**src/rtl/id_ex_stage_reg_pkg.sv**
```systemverilog
`default_nettype none
// ============================================================================
// Module      : id_ex_stage_reg_pkg
// Description : Shared widths, ALU op encodings and the ID/EX payload bundle
//               used by the ID/EX pipeline register and its hazard detector.
// Revision    : 1.0 - initial release
// ============================================================================
package id_ex_stage_reg_pkg;

    localparam int XLEN    = 32;
    localparam int ALUOP_W = 4;

    // ALU operation encodings
    localparam logic [ALUOP_W-1:0] ALU_ADD  = 4'd0;
    localparam logic [ALUOP_W-1:0] ALU_SUB  = 4'd1;
    localparam logic [ALUOP_W-1:0] ALU_AND  = 4'd2;
    localparam logic [ALUOP_W-1:0] ALU_OR   = 4'd3;
    localparam logic [ALUOP_W-1:0] ALU_XOR  = 4'd4;
    localparam logic [ALUOP_W-1:0] ALU_SLL  = 4'd5;
    localparam logic [ALUOP_W-1:0] ALU_SRL  = 4'd6;
    localparam logic [ALUOP_W-1:0] ALU_SRA  = 4'd7;
    localparam logic [ALUOP_W-1:0] ALU_SLT  = 4'd8;
    localparam logic [ALUOP_W-1:0] ALU_SLTU = 4'd9;

    // Everything the EX stage receives from decode
    typedef struct packed {
        logic               valid;
        logic [XLEN-1:0]    pc;
        logic [XLEN-1:0]    imm;
        logic [XLEN-1:0]    rs1_data;
        logic [XLEN-1:0]    rs2_data;
        logic [4:0]         rs1;
        logic [4:0]         rs2;
        logic [4:0]         rd;
        logic [ALUOP_W-1:0] alu_op;
        logic               alu_src;
        logic               reg_write;
        logic               mem_read;
        logic               mem_write;
        logic               mem_to_reg;
    } id_ex_t;

    // A bubble: invalid, no side effects, and all-zero tags so the
    // forwarding comparators can never match against it.
    localparam id_ex_t ID_EX_BUBBLE = '0;

endpackage : id_ex_stage_reg_pkg
`default_nettype wire

```
**src/rtl/id_ex_stage_reg_load_use_detector.sv**
```systemverilog
`default_nettype none
// ============================================================================
// Module      : load_use_detector
// Description : Combinational load-use hazard detection. Flags when the
//               instruction in EX is a load whose destination is read by
//               the valid instruction currently in ID.
// Ports       : i_ex_*   - registered EX-slot state
//               i_id_*   - decode-slot instruction tags and use flags
//               o_hz     - hazard present
// Revision    : 1.0 - initial release
// ============================================================================
module load_use_detector (
    input  logic       i_ex_valid,
    input  logic       i_ex_mem_read,
    input  logic [4:0] i_ex_rd,
    input  logic       i_id_valid,
    input  logic [4:0] i_id_rs1,
    input  logic [4:0] i_id_rs2,
    input  logic       i_id_uses_rs1,
    input  logic       i_id_uses_rs2,
    output logic       o_hz
);

    logic w_ex_is_load;
    logic w_rs1_hit;
    logic w_rs2_hit;

    // x0 is hard-wired zero, so a load to it can never be a real producer
    assign w_ex_is_load = i_ex_valid & i_ex_mem_read & (i_ex_rd != 5'd0);
    assign w_rs1_hit    = i_id_uses_rs1 & (i_id_rs1 == i_ex_rd);
    assign w_rs2_hit    = i_id_uses_rs2 & (i_id_rs2 == i_ex_rd);
    assign o_hz         = w_ex_is_load & i_id_valid & (w_rs1_hit | w_rs2_hit);

endmodule : load_use_detector
`default_nettype wire

```
**src/rtl/id_ex_stage_reg.sv**
```systemverilog
`default_nettype none
// ============================================================================
// Module      : id_ex_stage_reg
// Description : ID/EX pipeline register with load-use hazard detection,
//               bubble insertion, same-cycle writeback merge and a
//               saturating count of inserted load-use bubbles.
// Ports       : clk, rst_n          - clock, async active-low reset
//               i_id_*              - decode-stage instruction
//               i_wb_*              - writeback bypass into captured operands
//               i_flush             - redirect, kills the ID instruction
//               i_ex_stall          - EX cannot accept, hold the register
//               o_ex_*              - registered EX payload and tags
//               o_load_use_stall    - hold PC and IF/ID this cycle
//               o_stall_cnt         - inserted load-use bubble count
// Note        : XLEN/ALUOP_W must match the package, which sizes the bundle.
// Revision    : 1.0 - initial release
// ============================================================================
module id_ex_stage_reg
    import id_ex_stage_reg_pkg::*;
#(
    parameter int XLEN    = id_ex_stage_reg_pkg::XLEN,
    parameter int ALUOP_W = id_ex_stage_reg_pkg::ALUOP_W,
    parameter int CNT_W   = 16
) (
    input  logic               clk,
    input  logic               rst_n,
    input  logic               i_id_valid,
    input  logic [XLEN-1:0]    i_id_pc,
    input  logic [4:0]         i_id_rs1,
    input  logic [4:0]         i_id_rs2,
    input  logic [4:0]         i_id_rd,
    input  logic               i_id_uses_rs1,
    input  logic               i_id_uses_rs2,
    input  logic [XLEN-1:0]    i_id_rs1_data,
    input  logic [XLEN-1:0]    i_id_rs2_data,
    input  logic [XLEN-1:0]    i_id_imm,
    input  logic [ALUOP_W-1:0] i_id_alu_op,
    input  logic               i_id_alu_src,
    input  logic               i_id_reg_write,
    input  logic               i_id_mem_read,
    input  logic               i_id_mem_write,
    input  logic               i_id_mem_to_reg,
    input  logic               i_wb_reg_write,
    input  logic [4:0]         i_wb_rd,
    input  logic [XLEN-1:0]    i_wb_data,
    input  logic               i_flush,
    input  logic               i_ex_stall,
    output logic               o_ex_valid,
    output logic [XLEN-1:0]    o_ex_pc,
    output logic [XLEN-1:0]    o_ex_imm,
    output logic [XLEN-1:0]    o_ex_rs1_data,
    output logic [XLEN-1:0]    o_ex_rs2_data,
    output logic [4:0]         o_ex_rs1,
    output logic [4:0]         o_ex_rs2,
    output logic [4:0]         o_ex_rd,
    output logic [ALUOP_W-1:0] o_ex_alu_op,
    output logic               o_ex_alu_src,
    output logic               o_ex_reg_write,
    output logic               o_ex_mem_read,
    output logic               o_ex_mem_write,
    output logic               o_ex_mem_to_reg,
    output logic               o_load_use_stall,
    output logic [CNT_W-1:0]   o_stall_cnt
);

    id_ex_t             r_ex;
    logic [CNT_W-1:0]   r_stall_cnt;
    id_ex_t             w_cap;
    logic               w_hz;
    logic               w_wb_hit;

    load_use_detector u_load_use_detector (
        .i_ex_valid    (r_ex.valid),
        .i_ex_mem_read (r_ex.mem_read),
        .i_ex_rd       (r_ex.rd),
        .i_id_valid    (i_id_valid),
        .i_id_rs1      (i_id_rs1),
        .i_id_rs2      (i_id_rs2),
        .i_id_uses_rs1 (i_id_uses_rs1),
        .i_id_uses_rs2 (i_id_uses_rs2),
        .o_hz          (w_hz)
    );

    // A writeback to x0 is discarded by the register file, so never merge it
    assign w_wb_hit = i_wb_reg_write & (i_wb_rd != 5'd0);

    // Capture image of the ID slot, with the writeback value bypassed in
    // when the register file is written and read in the same cycle.
    always_comb begin
        w_cap = ID_EX_BUBBLE;
        if (i_id_valid) begin
            w_cap.valid      = 1'b1;
            w_cap.pc         = i_id_pc;
            w_cap.imm        = i_id_imm;
            w_cap.rs1_data   = (w_wb_hit && (i_wb_rd == i_id_rs1)) ? i_wb_data : i_id_rs1_data;
            w_cap.rs2_data   = (w_wb_hit && (i_wb_rd == i_id_rs2)) ? i_wb_data : i_id_rs2_data;
            w_cap.rs1        = i_id_rs1;
            w_cap.rs2        = i_id_rs2;
            w_cap.rd         = i_id_rd;
            w_cap.alu_op     = i_id_alu_op;
            w_cap.alu_src    = i_id_alu_src;
            w_cap.reg_write  = i_id_reg_write;
            w_cap.mem_read   = i_id_mem_read;
            w_cap.mem_write  = i_id_mem_write;
            w_cap.mem_to_reg = i_id_mem_to_reg;
        end
    end

    // Priority: flush > ex_stall > load-use hazard > normal capture
    always_ff @(posedge clk or negedge rst_n) begin
        if (!rst_n) begin
            r_ex        <= ID_EX_BUBBLE;
            r_stall_cnt <= '0;
        end else if (i_flush) begin
            r_ex        <= ID_EX_BUBBLE;
        end else if (i_ex_stall) begin
            // Held operands would go stale if their producer retires
            // during the hold, so refresh them from writeback.
            if (r_ex.valid && w_wb_hit) begin
                if (i_wb_rd == r_ex.rs1) begin
                    r_ex.rs1_data <= i_wb_data;
                end
                if (i_wb_rd == r_ex.rs2) begin
                    r_ex.rs2_data <= i_wb_data;
                end
            end
        end else if (w_hz) begin
            r_ex <= ID_EX_BUBBLE;
            if (r_stall_cnt != {CNT_W{1'b1}}) begin
                r_stall_cnt <= r_stall_cnt + 1'b1;
            end
        end else begin
            r_ex <= w_cap;
        end
    end

    assign o_ex_valid       = r_ex.valid;
    assign o_ex_pc          = r_ex.pc;
    assign o_ex_imm         = r_ex.imm;
    assign o_ex_rs1_data    = r_ex.rs1_data;
    assign o_ex_rs2_data    = r_ex.rs2_data;
    assign o_ex_rs1         = r_ex.rs1;
    assign o_ex_rs2         = r_ex.rs2;
    assign o_ex_rd          = r_ex.rd;
    assign o_ex_alu_op      = r_ex.alu_op;
    assign o_ex_alu_src     = r_ex.alu_src;
    assign o_ex_reg_write   = r_ex.reg_write;
    assign o_ex_mem_read    = r_ex.mem_read;
    assign o_ex_mem_write   = r_ex.mem_write;
    assign o_ex_mem_to_reg  = r_ex.mem_to_reg;
    assign o_load_use_stall = w_hz & ~i_flush;
    assign o_stall_cnt      = r_stall_cnt;

endmodule : id_ex_stage_reg
`default_nettype wire

```
**config.mk**
```make
export PLATFORM = sky130hd
export DESIGN_NAME = id_ex_stage_reg
export DESIGN_NICKNAME = d
export VERILOG_FILES = /design/src/rtl/id_ex_stage_reg_pkg.sv /design/src/rtl/id_ex_stage_reg_load_use_detector.sv /design/src/rtl/id_ex_stage_reg.sv
export SDC_FILE = /design/constraint.sdc
export NUM_CORES = 1
export LEC_CHECK = 0
export ABC_CLOCK_PERIOD_IN_PS = 2600
export BUFFER_PORTS_ARGS = -buffer_cell sky130_fd_sc_hd__buf_4
export CAP_MARGIN = 10
export CELL_PAD_IN_SITES_DETAIL_PLACEMENT = 0
export CELL_PAD_IN_SITES_GLOBAL_PLACEMENT = 2
export CORE_MARGIN = 4
export CORE_UTILIZATION = 28
export CTS_CLUSTER_SIZE = 8
export DETAILED_ROUTE_END_ITERATION = 8
export PLACE_DENSITY = 0.76
export SLEW_MARGIN = 20
export SYNTH_ARGS = -nofsm -noshare
export SYNTH_HDL_FRONTEND = slang
export SYNTH_SLANG_ARGS = --single-unit
export TNS_END_PERCENT = 1
```
**constraint.sdc**
```tcl
create_clock -name clk -period 2.6 [get_ports clk]
set_input_delay 0.13 -clock clk [delete_from_list [all_inputs] [get_ports clk]]
set_output_delay 0.13 -clock clk [all_outputs]
set_load 0.005 [all_outputs]
```
== After elaboration in Yosys (flattened, before gate mapping) ==
Index checks and enable logic that the tools add are counted.

* Register bits: 169
* Output and inout port bits: 170

* Add/subtract/negate cells: 1
* Eq/ne operators: 11
* Multiplexer cells: 11
* Bitwise operators: 11
* Reduce and logical (&&, ||, !) cells: 8

{| class="wikitable"
|+ Operator list
! operator !! count
|-
| $mux 153 || 3
|-
| $mux 32 || 4
|-
| $mux 64 || 2
|-
| $mux 65 || 1
|-
| $eq 5x5->1 || 6
|-
| $mux 24 || 1
|-
| $add 16x1->16 const B || 1
|-
| $ne 16x16->1 const B || 1
|-
| $reduce_bool 5->1 || 2
|-
| $ne 3x2->1 const B || 3
|-
| $and 1x1->1 || 8
|-
| $reduce_and 2->1 || 2
|-
| $reduce_and 4->1 || 1
|-
| $logic_and 1x1->1 || 3
|-
| $ne 2x2->1 const B || 1
|-
| $not 1->1 || 2
|-
| $or 1x1->1 || 1
|}

== Longest topological paths before layout ==
Gate-level depths: netlist of the first run.

* Word-level depth: 8
* Gate-level depth with buffers: 8

== Modules after synthesis ==
Synthesis of the first run repeated with hierarchy kept, for this count alone.

* Cell total of the unflattened synthesis: 890
* Area, all modules: 9317.7 um2

{| class="wikitable"
|+ By module, submodules not included
! module !! instances !! cells an instance !! area an instance (um2) !! seq. area each (um2)
|-
| id_ex_stage_reg || 1 || 873 || 9186.3 || 4229.1
|-
| load_use_detector || 1 || 17 || 131.4 || 0.0
|}

== Least setup slack after synthesis of the first run ==
Ideal clock, no wire load.

* Path kind: reg-to-reg
* From: register r_ex (netlist bit o_ex_rd[1])
* To: register r_stall_cnt[1], in the netlist o_stall_cnt[1]
* Library setup time: 0.125 ns
* Arrival: 1.816 ns
* Setup slack: 0.659 ns
* Stages on the path, launching flop included: 6
* Path buffers: 1
* Clock period less this slack: 1.941 ns
* Path through: dfrtp_1 -> or3_1 -> o311a_1 -> nand3_1 -> buf_2 -> mux2_2

* Longest elaborated chain between the ends: 5
* Elaborated cells between the ends (all ways): 10

{| class="wikitable"
|+ RTL lines
! item !! RTL line !! source
|-
| from (decl) || id_ex_stage_reg.sv:66 || <nowiki>id_ex_t r_ex;</nowiki>
|-
| from (signal assigned) || id_ex_stage_reg.sv:133 || <nowiki>r_ex <= w_cap;</nowiki>
|-
| $eq 5x5->1, or another cell as far along || id_ex_stage_reg_load_use_detector.sv:30 || <nowiki>assign w_rs1_hit = i_id_uses_rs1 & (i_id_rs1 == i_ex_rd);</nowiki>
|-
| $and 1x1->1 (on tied branches) || id_ex_stage_reg_load_use_detector.sv:30, id_ex_stage_reg_load_use_detector.sv:29, id_ex_stage_reg_load_use_detector.sv:31 ||
|-
| $or 1x1->1 / $and 1x1->1 (equally long branches) || id_ex_stage_reg_load_use_detector.sv:32 || <nowiki>assign o_hz = w_ex_is_load & i_id_valid & (w_rs1_hit | w_rs2_hit);</nowiki>
|-
| $and 1x1->1 * || id_ex_stage_reg_load_use_detector.sv:32 ||
|-
| $reduce_and 4->1 (no line) * || - ||
|-
| to (signal assigned) || id_ex_stage_reg.sv:130 || <nowiki>r_stall_cnt <= r_stall_cnt + 1'b1;</nowiki>
|-
| to (decl) || id_ex_stage_reg.sv:67 || <nowiki>logic [CNT_W-1:0] r_stall_cnt;</nowiki>
|}

Mark *: on every way between the ends. The rest lies on a longest branch, timed or not.
A chain may end at the register's enable or synchronous reset.

== Worst setup path after layout of the first run ==
* From: register r_ex (netlist bit o_ex_rd[1])
* To: register r_ex (netlist bit o_ex_imm[15])

* Longest elaborated chain between the ends: 7
* Elaborated cells between the ends (all ways): 12

{| class="wikitable"
|+ RTL lines
! item !! RTL line !! source
|-
| $eq 5x5->1, or another cell as far along || id_ex_stage_reg_load_use_detector.sv:30 ||
|-
| $and 1x1->1 (on tied branches) || id_ex_stage_reg_load_use_detector.sv:30, id_ex_stage_reg_load_use_detector.sv:29, id_ex_stage_reg_load_use_detector.sv:31 ||
|-
| $or 1x1->1 / $and 1x1->1 (equally long branches) || id_ex_stage_reg_load_use_detector.sv:32 ||
|-
| $and 1x1->1 * || id_ex_stage_reg_load_use_detector.sv:32 ||
|-
| $mux 153 * || id_ex_stage_reg.sv:127 || <nowiki>end else if (w_hz) begin</nowiki>
|-
| $mux 65 * || id_ex_stage_reg.sv:116 || <nowiki>end else if (i_ex_stall) begin</nowiki>
|-
| $mux 153 * || id_ex_stage_reg.sv:114 || <nowiki>end else if (i_flush) begin</nowiki>
|}

Mark *: on every way between the ends. The rest lies on a longest branch, timed or not. The select of a mux whose other input is x is not followed.

==> results of run 1 <==
## placed cells by master, fill, tap and decap left out, drive strengths merged, types with 3 or more instances in the layout
cell type,Yosys,layout
dfrtp,169,169
mux2i,66,66
nand4,4,4
clkinv,0,7
xnor2,30,30
o221ai,62,62
nor3,10,10
clkbuf,19,17
nand2,105,105
o22ai,3,3
and3,4,4
a22o,88,88
buf,34,381
xor2,14,14
inv,1,8
nor2,10,10
nand3,12,12
dlygate4sd3,0,94
## tightest hold or removal path, cell delays in order
cell and delay, ns:
buf_4 0.08, mux2i_1 0.05, o221ai_1 0.15
## per-layer routing
metal  track usage (%)  wire (um)  vias to the layer above
li1                  -          -                     3313
met1              23.7      12600                     3415
met2              30.0      13400                      302
met3              5.22       1910                       22
met4              4.82        518                        0
met5                 0          0                        -
## layout make-up
class	count	area, um2	share of cell area [%]
multi-input combinational	425	3200	25.9
tap	341	427	3.46
sequential	169	4230	34.3
inverter	1	3.75	0.0304
clock inverter	14	153	1.24
timing repair buffer	475	3910	31.6
clock buffer	17	425	3.45
## through the flow
stage / setup WS (ns) / instance area [um2] / instances / hold WS (ns)
CTS: 0.376 / 12300 / 1442 / 0.000273
global route: 0.254 / 12300 / 1442 / 0.00847
detailed placement: 0.379 / 10800 / 1317 / 0.130
floorplan: 0.659 / 7730 / 648 / -0.166
global placement: 0.421 / 10800 / 1317 / 0.133
finish: 0.371 / 12300 / 1442 / 0.0142
## power breakdown
part | leakage (nW) | internal, W | total, W | switching (W)
registers | 2.28 | 0.00276 | 0.00284 | 0.0000859
clock network | 0.285 | 0.00129 | 0.00255 | 0.00126
logic | 3.29 | 0.000612 | 0.00106 | 0.000449
total | 5.85 | 0.00465 | 0.00645 | 0.00180
## cell families after synthesis
group / share of synthesized area (%)
DFF: 54.7
muxes: 8.69
xor gates and xnor gates: 4.98
adders and majority gates: 0.162
buffers and inverters: 4.06
AOI/OAI and AO/OA: 17.8
and+or+nand+nor: 9.61
## final timing paths
kind / startpoint / slack (ns) / end
max: o_ex_rd[1]$_DFFE_PN0N_ / 0.37 / o_ex_imm[15]$_DFFE_PN0N_
max reg2reg: o_ex_rd[1]$_DFFE_PN0N_ / 0.37 / o_ex_imm[15]$_DFFE_PN0N_
max in group asynchronous: rst_n / 1.66 / o_ex_rs1_data[16]$_DFFE_PN0P_
min: i_id_rs2_data[19] / 0.01 / o_ex_rs2_data[19]$_DFFE_PN0P_
min reg2reg: o_ex_rs1_data[19]$_DFFE_PN0P_ / 0.49 / o_ex_rs1_data[19]$_DFFE_PN0P_
min in group asynchronous: rst_n / 0.23 / o_ex_rs2_data[0]$_DFFE_PN0P_
==> results_dict.tcl, run 1 <==
set metrics [dict create \
    drive_gt1_share_pct 39.0 \
    synth_top_cells_by_count "dfrtp_1, nand2_1, a22o_1" \
    yosys.cell_types.count 33 \
    clk-insertion-delay-late_ns 0.43 \
    io_pins 367 \
    worst-setup-path-type "reg2reg" \
    maxCapViolations 0 \
    syn_inst 648 \
    rsz0062_at_grt "false" \
    worst-path-buf-inv 1 \
    timing.final.crit_share_pct 85.7 \
    antenna_left 0 \
    yosys.area.top_type "dfrtp_1" \
    ys_top_cells_by_area "dfrtp_1, a22o_1, mux2i_1, o221ai_1, nand2_1" \
    drtIter0Drc 217 \
    startpoint_type "flip-flop" \
    grt_max_degree 97 \
    io_buffers 366 \
    outcome "completed" \
    ir_drop_v 0.000287 \
    dpl.hpwl_um 19700 \
    endpoint_kind "flip-flop" \
    syn_avg_cell_area_um2 11.9 \
    drc 0 \
    cts.sinks 169 \
    final_nets 1287 \
    core_area_um2 27000 \
    synth_area_um2 7730 \
    root_buffer "clkbuf_16" \
    die-area_um2 30300 \
    hold_viol_final 0 \
    postCtsSetupBuffers 0 \
    antenna_found_initial 0 \
    hold_buffers 94 \
    critPathSlowestCell "dfrtp_1" \
    diodes 0 \
    ff2ff_path_depth 6 \
    wl_per_cell_um 19.7 \
    slew_headroom_pct 54.3 \
    ys.flop_type "dfrtp_1" \
    wl_um 28400 \
    viasPerCell 4.89 \
    cp.required_ns 2.97 \
    yosysMostFrequentCell "dfrtp_1" \
    cp.depth 6 \
    synth_nets 846 \
    slew_viol_final 0 \
    fmax_mhz 449 \
    grt_pass1_vias 7493 \
    grt_usage_pct 18.3 \
    cellPowerDensity_nw_per_um2 523 \
    ys_seq_area_share_pct 54.7 \
    cts_made_buffers 17 \
    gr-total-overflow 0 \
    postCtsResizedCells 0 \
    worst-path-max-fanout 39 \
    path_delay_family "simple AND/OR/NAND/NOR gates" \
    fin_crit_ns 2.23 \
    die_x_um 174 \
    worst_pin_slew_ns 0.685 \
    yosysWarnings 0 \
    synth_edf_count 0 \
    gp_congestion 0.777 \
    hold_path_class "in2reg" \
    synth_top_area_share_pct 54.7 \
    arrival_ns 2.60 \
    slowest_delay_ns 0.44 \
    fillers 2511 \
    die_y_um 174 \
    row_count 60 \
    cts_buffer_depth 2 \
    finalSetupViolations 0 \
    cts_tree "yes" \
    htree_levels 4 \
    path_clk_slew_ns 0.08 \
    ys_seq_elements 169 \
    fin_tns_setup_ns 0 \
    crit_path_cell_trace "or3_1 > o311a_1 > and2_4 > nor2_4 > buf_12 > a22o_1" \
    clock-skew-final_ns 0.0112 \
    grt_pass1_wl_um 44100 \
    total_power_w 0.00645 \
    min_path_cells 3 \
    fin_util_pct 45.7 \
    areaGrowthSynthToFinish_pct 59.6 \
    leakage_nw 5.85 \
    async_flop_share_pct 100 \
    initial_utilization_pct 28.6 \
    via_count 7052 \
    first_pass_iters 4 \
]
Power figures use the tool's default switching activity.
==> inputs of run 2 (changes only) <==
--- a/config.mk
+++ b/config.mk
@@ -14,7 +14,7 @@
 export CORE_UTILIZATION = 28
 export CTS_CLUSTER_SIZE = 8
 export DETAILED_ROUTE_END_ITERATION = 8
-export PLACE_DENSITY = 0.76
+export PLACE_DENSITY_LB_ADDON = 0.1
 export SLEW_MARGIN = 20
 export SYNTH_ARGS = -nofsm -noshare
 export SYNTH_HDL_FRONTEND = slang
==> run 2 against run 1 <==
Net effect: register-to-register slack better by 0.06 ns; via count down 2.1%; global-route usage is 0.13 points lower; highest routed layer unchanged; hold slack better by 0.0093 ns; critical path type unchanged; design area shrank 0.69%.
==> results_dict.tcl, run 2 (synthesis results as in run 1) <==
set metrics [dict create \
    outcome "completed" \
    ir_drop_v 0.000323 \
    cts.sinks 169 \
    core_area_um2 27000 \
    clkPwrFrac_pct 39.8 \
    final_nets 1284 \
    arrival_ns 2.52 \
    first_pass_iters 6 \
    gr-total-overflow 0 \
    worst-setup-path-type "reg2reg" \
    viasPerCell 4.80 \
    clk-insertion-delay-late_ns 0.42 \
    antenna_found_initial 0 \
    fin_util_pct 45.4 \
    endpoint_kind "flip-flop" \
    worst-path-max-fanout 88 \
    min_path_cells 3 \
    multi_input_area_um2 3200 \
    ff_latch_area_um2 4230 \
    slew_headroom_pct 49.1 \
    cp.required_ns 2.95 \
    htree_levels 4 \
    clock-skew-final_ns 0.0149 \
    cts_made_buffers 17 \
    initial_utilization_pct 28.6 \
    diodes 0 \
    cellPowerDensity_nw_per_um2 526 \
    worst_pin_slew_ns 0.763 \
    timing.final.crit_share_pct 83.3 \
    root_buffer "clkbuf_16" \
    hold_slack_ns 0.0236 \
    layout_commonest_cell "buf_4" \
    postCtsSetupBuffers 0 \
    drc 0 \
    drive_gt1_share_pct 39.3 \
    postCtsResizedCells 0 \
    die_x_um 174 \
    dp.cells 1319 \
    row_count 60 \
    grt_usage_pct 18.1 \
    p_int_w 0.00467 \
    switching_share_pct 27.6 \
    die_y_um 174 \
    dpl.hpwl_um 20000 \
    slew_viol_final 0 \
    fillers 2543 \
    cts_tree "yes" \
    drtIter0Drc 385 \
    finalSetupViolations 0 \
    hold_buffers 89 \
    wl_per_cell_um 19.7 \
    io_buffers 366 \
    layout_common_cells "buf_4, dfrtp_1, nand2_1" \
    ff2ff_path_depth 6 \
    via_count 6907 \
    gp_congestion 0.734 \
    fin_crit_ns 2.17 \
    path_clk_slew_ns 0.08 \
    areaGrowthSynthToFinish_pct 58.5 \
    maxCapViolations 0 \
    startpoint_type "flip-flop" \
    fin_cells 1440 \
    grt_pass1_vias 7372 \
    fin_tns_setup_ns 0 \
    seqPwrFrac_pct 44.0 \
    fmax_mhz 462 \
    grt_pass1_wl_um 43800 \
    cts_buffer_depth 2 \
    wl_um 28400 \
    switching_power_w 0.00178 \
    grt_max_degree 89 \
    hold_viol_final 0 \
    die-area_um2 30300 \
    rsz0062_at_grt "false" \
    antenna_left 0 \
    hold_path_class "in2reg" \
    pwr-share-comb_pct 16.2 \
    leakage_nw 5.82 \
    io_pins 367 \
]
run 2: worst paths after layout:
kind                                               from                           end  slack (ns)
max                              o_ex_rd[1]$_DFFE_PN0N_       o_ex_pc[30]$_DFFE_PN0N_        0.43
min                                    i_id_rs1_data[7]  o_ex_rs1_data[7]$_DFFE_PN0P_        0.02
max reg2reg                      o_ex_rd[1]$_DFFE_PN0N_       o_ex_pc[30]$_DFFE_PN0N_        0.43
min reg2reg                o_ex_rs2_data[2]$_DFFE_PN0P_  o_ex_rs2_data[2]$_DFFE_PN0P_        0.49
max in group asynchronous                         rst_n      o_ex_alu_src$_DFFE_PN0N_        1.59
min in group asynchronous                         rst_n  o_ex_rs1_data[8]$_DFFE_PN0P_        0.26
run 2: critical path, cell delays in order (launching register included):
cell and delay [ns]:
dfrtp_1 0.44, or3_1 0.39, o311a_1 0.33, and2_4 0.19
nor2_4 0.12, buf_12 0.34, a22o_1 0.22
run 2: layer usage:
metal / global-route usage, % / wire length, um
met1: 23.5 / 12400
met2: 29.6 / 13500
met3: 5.87 / 2160
met4: 4.32 / 374
met5: 0 / 0
run 2: power by group through the flow:
stage	sequential (W)	clock [W]	combinational (W)
floorplan	0.00289	0	0.000323
global placement	0.00289	0	0.000952
detailed placement	0.00289	0	0.000955
CTS	0.00284	0.00267	0.00106
global route	0.00285	0.00275	0.00114
finish	0.00284	0.00257	0.00104
run 2: through the flow:
stage          total power [W]  setup slack [ns]  cell area [um2]
3_3_place_gp           0.00384             0.479            10800
3_5_place_dp           0.00384             0.462            10800
4_1_cts                0.00658             0.427            12300
5_1_grt                0.00675             0.324            12300
2_1_floorplan          0.00321             0.659             7730
6_report               0.00645             0.433            12300
run 2: cell type report:
cell class              instances  share of cell area, %
well taps                     341                   3.48
clock buffers                  18                   3.58
repair buffers                472                   31.1
clock inverters                14                   1.24
multi-input cells             425                   26.1
inverters                       1                 0.0306
flip-flops and latches        169                   34.5
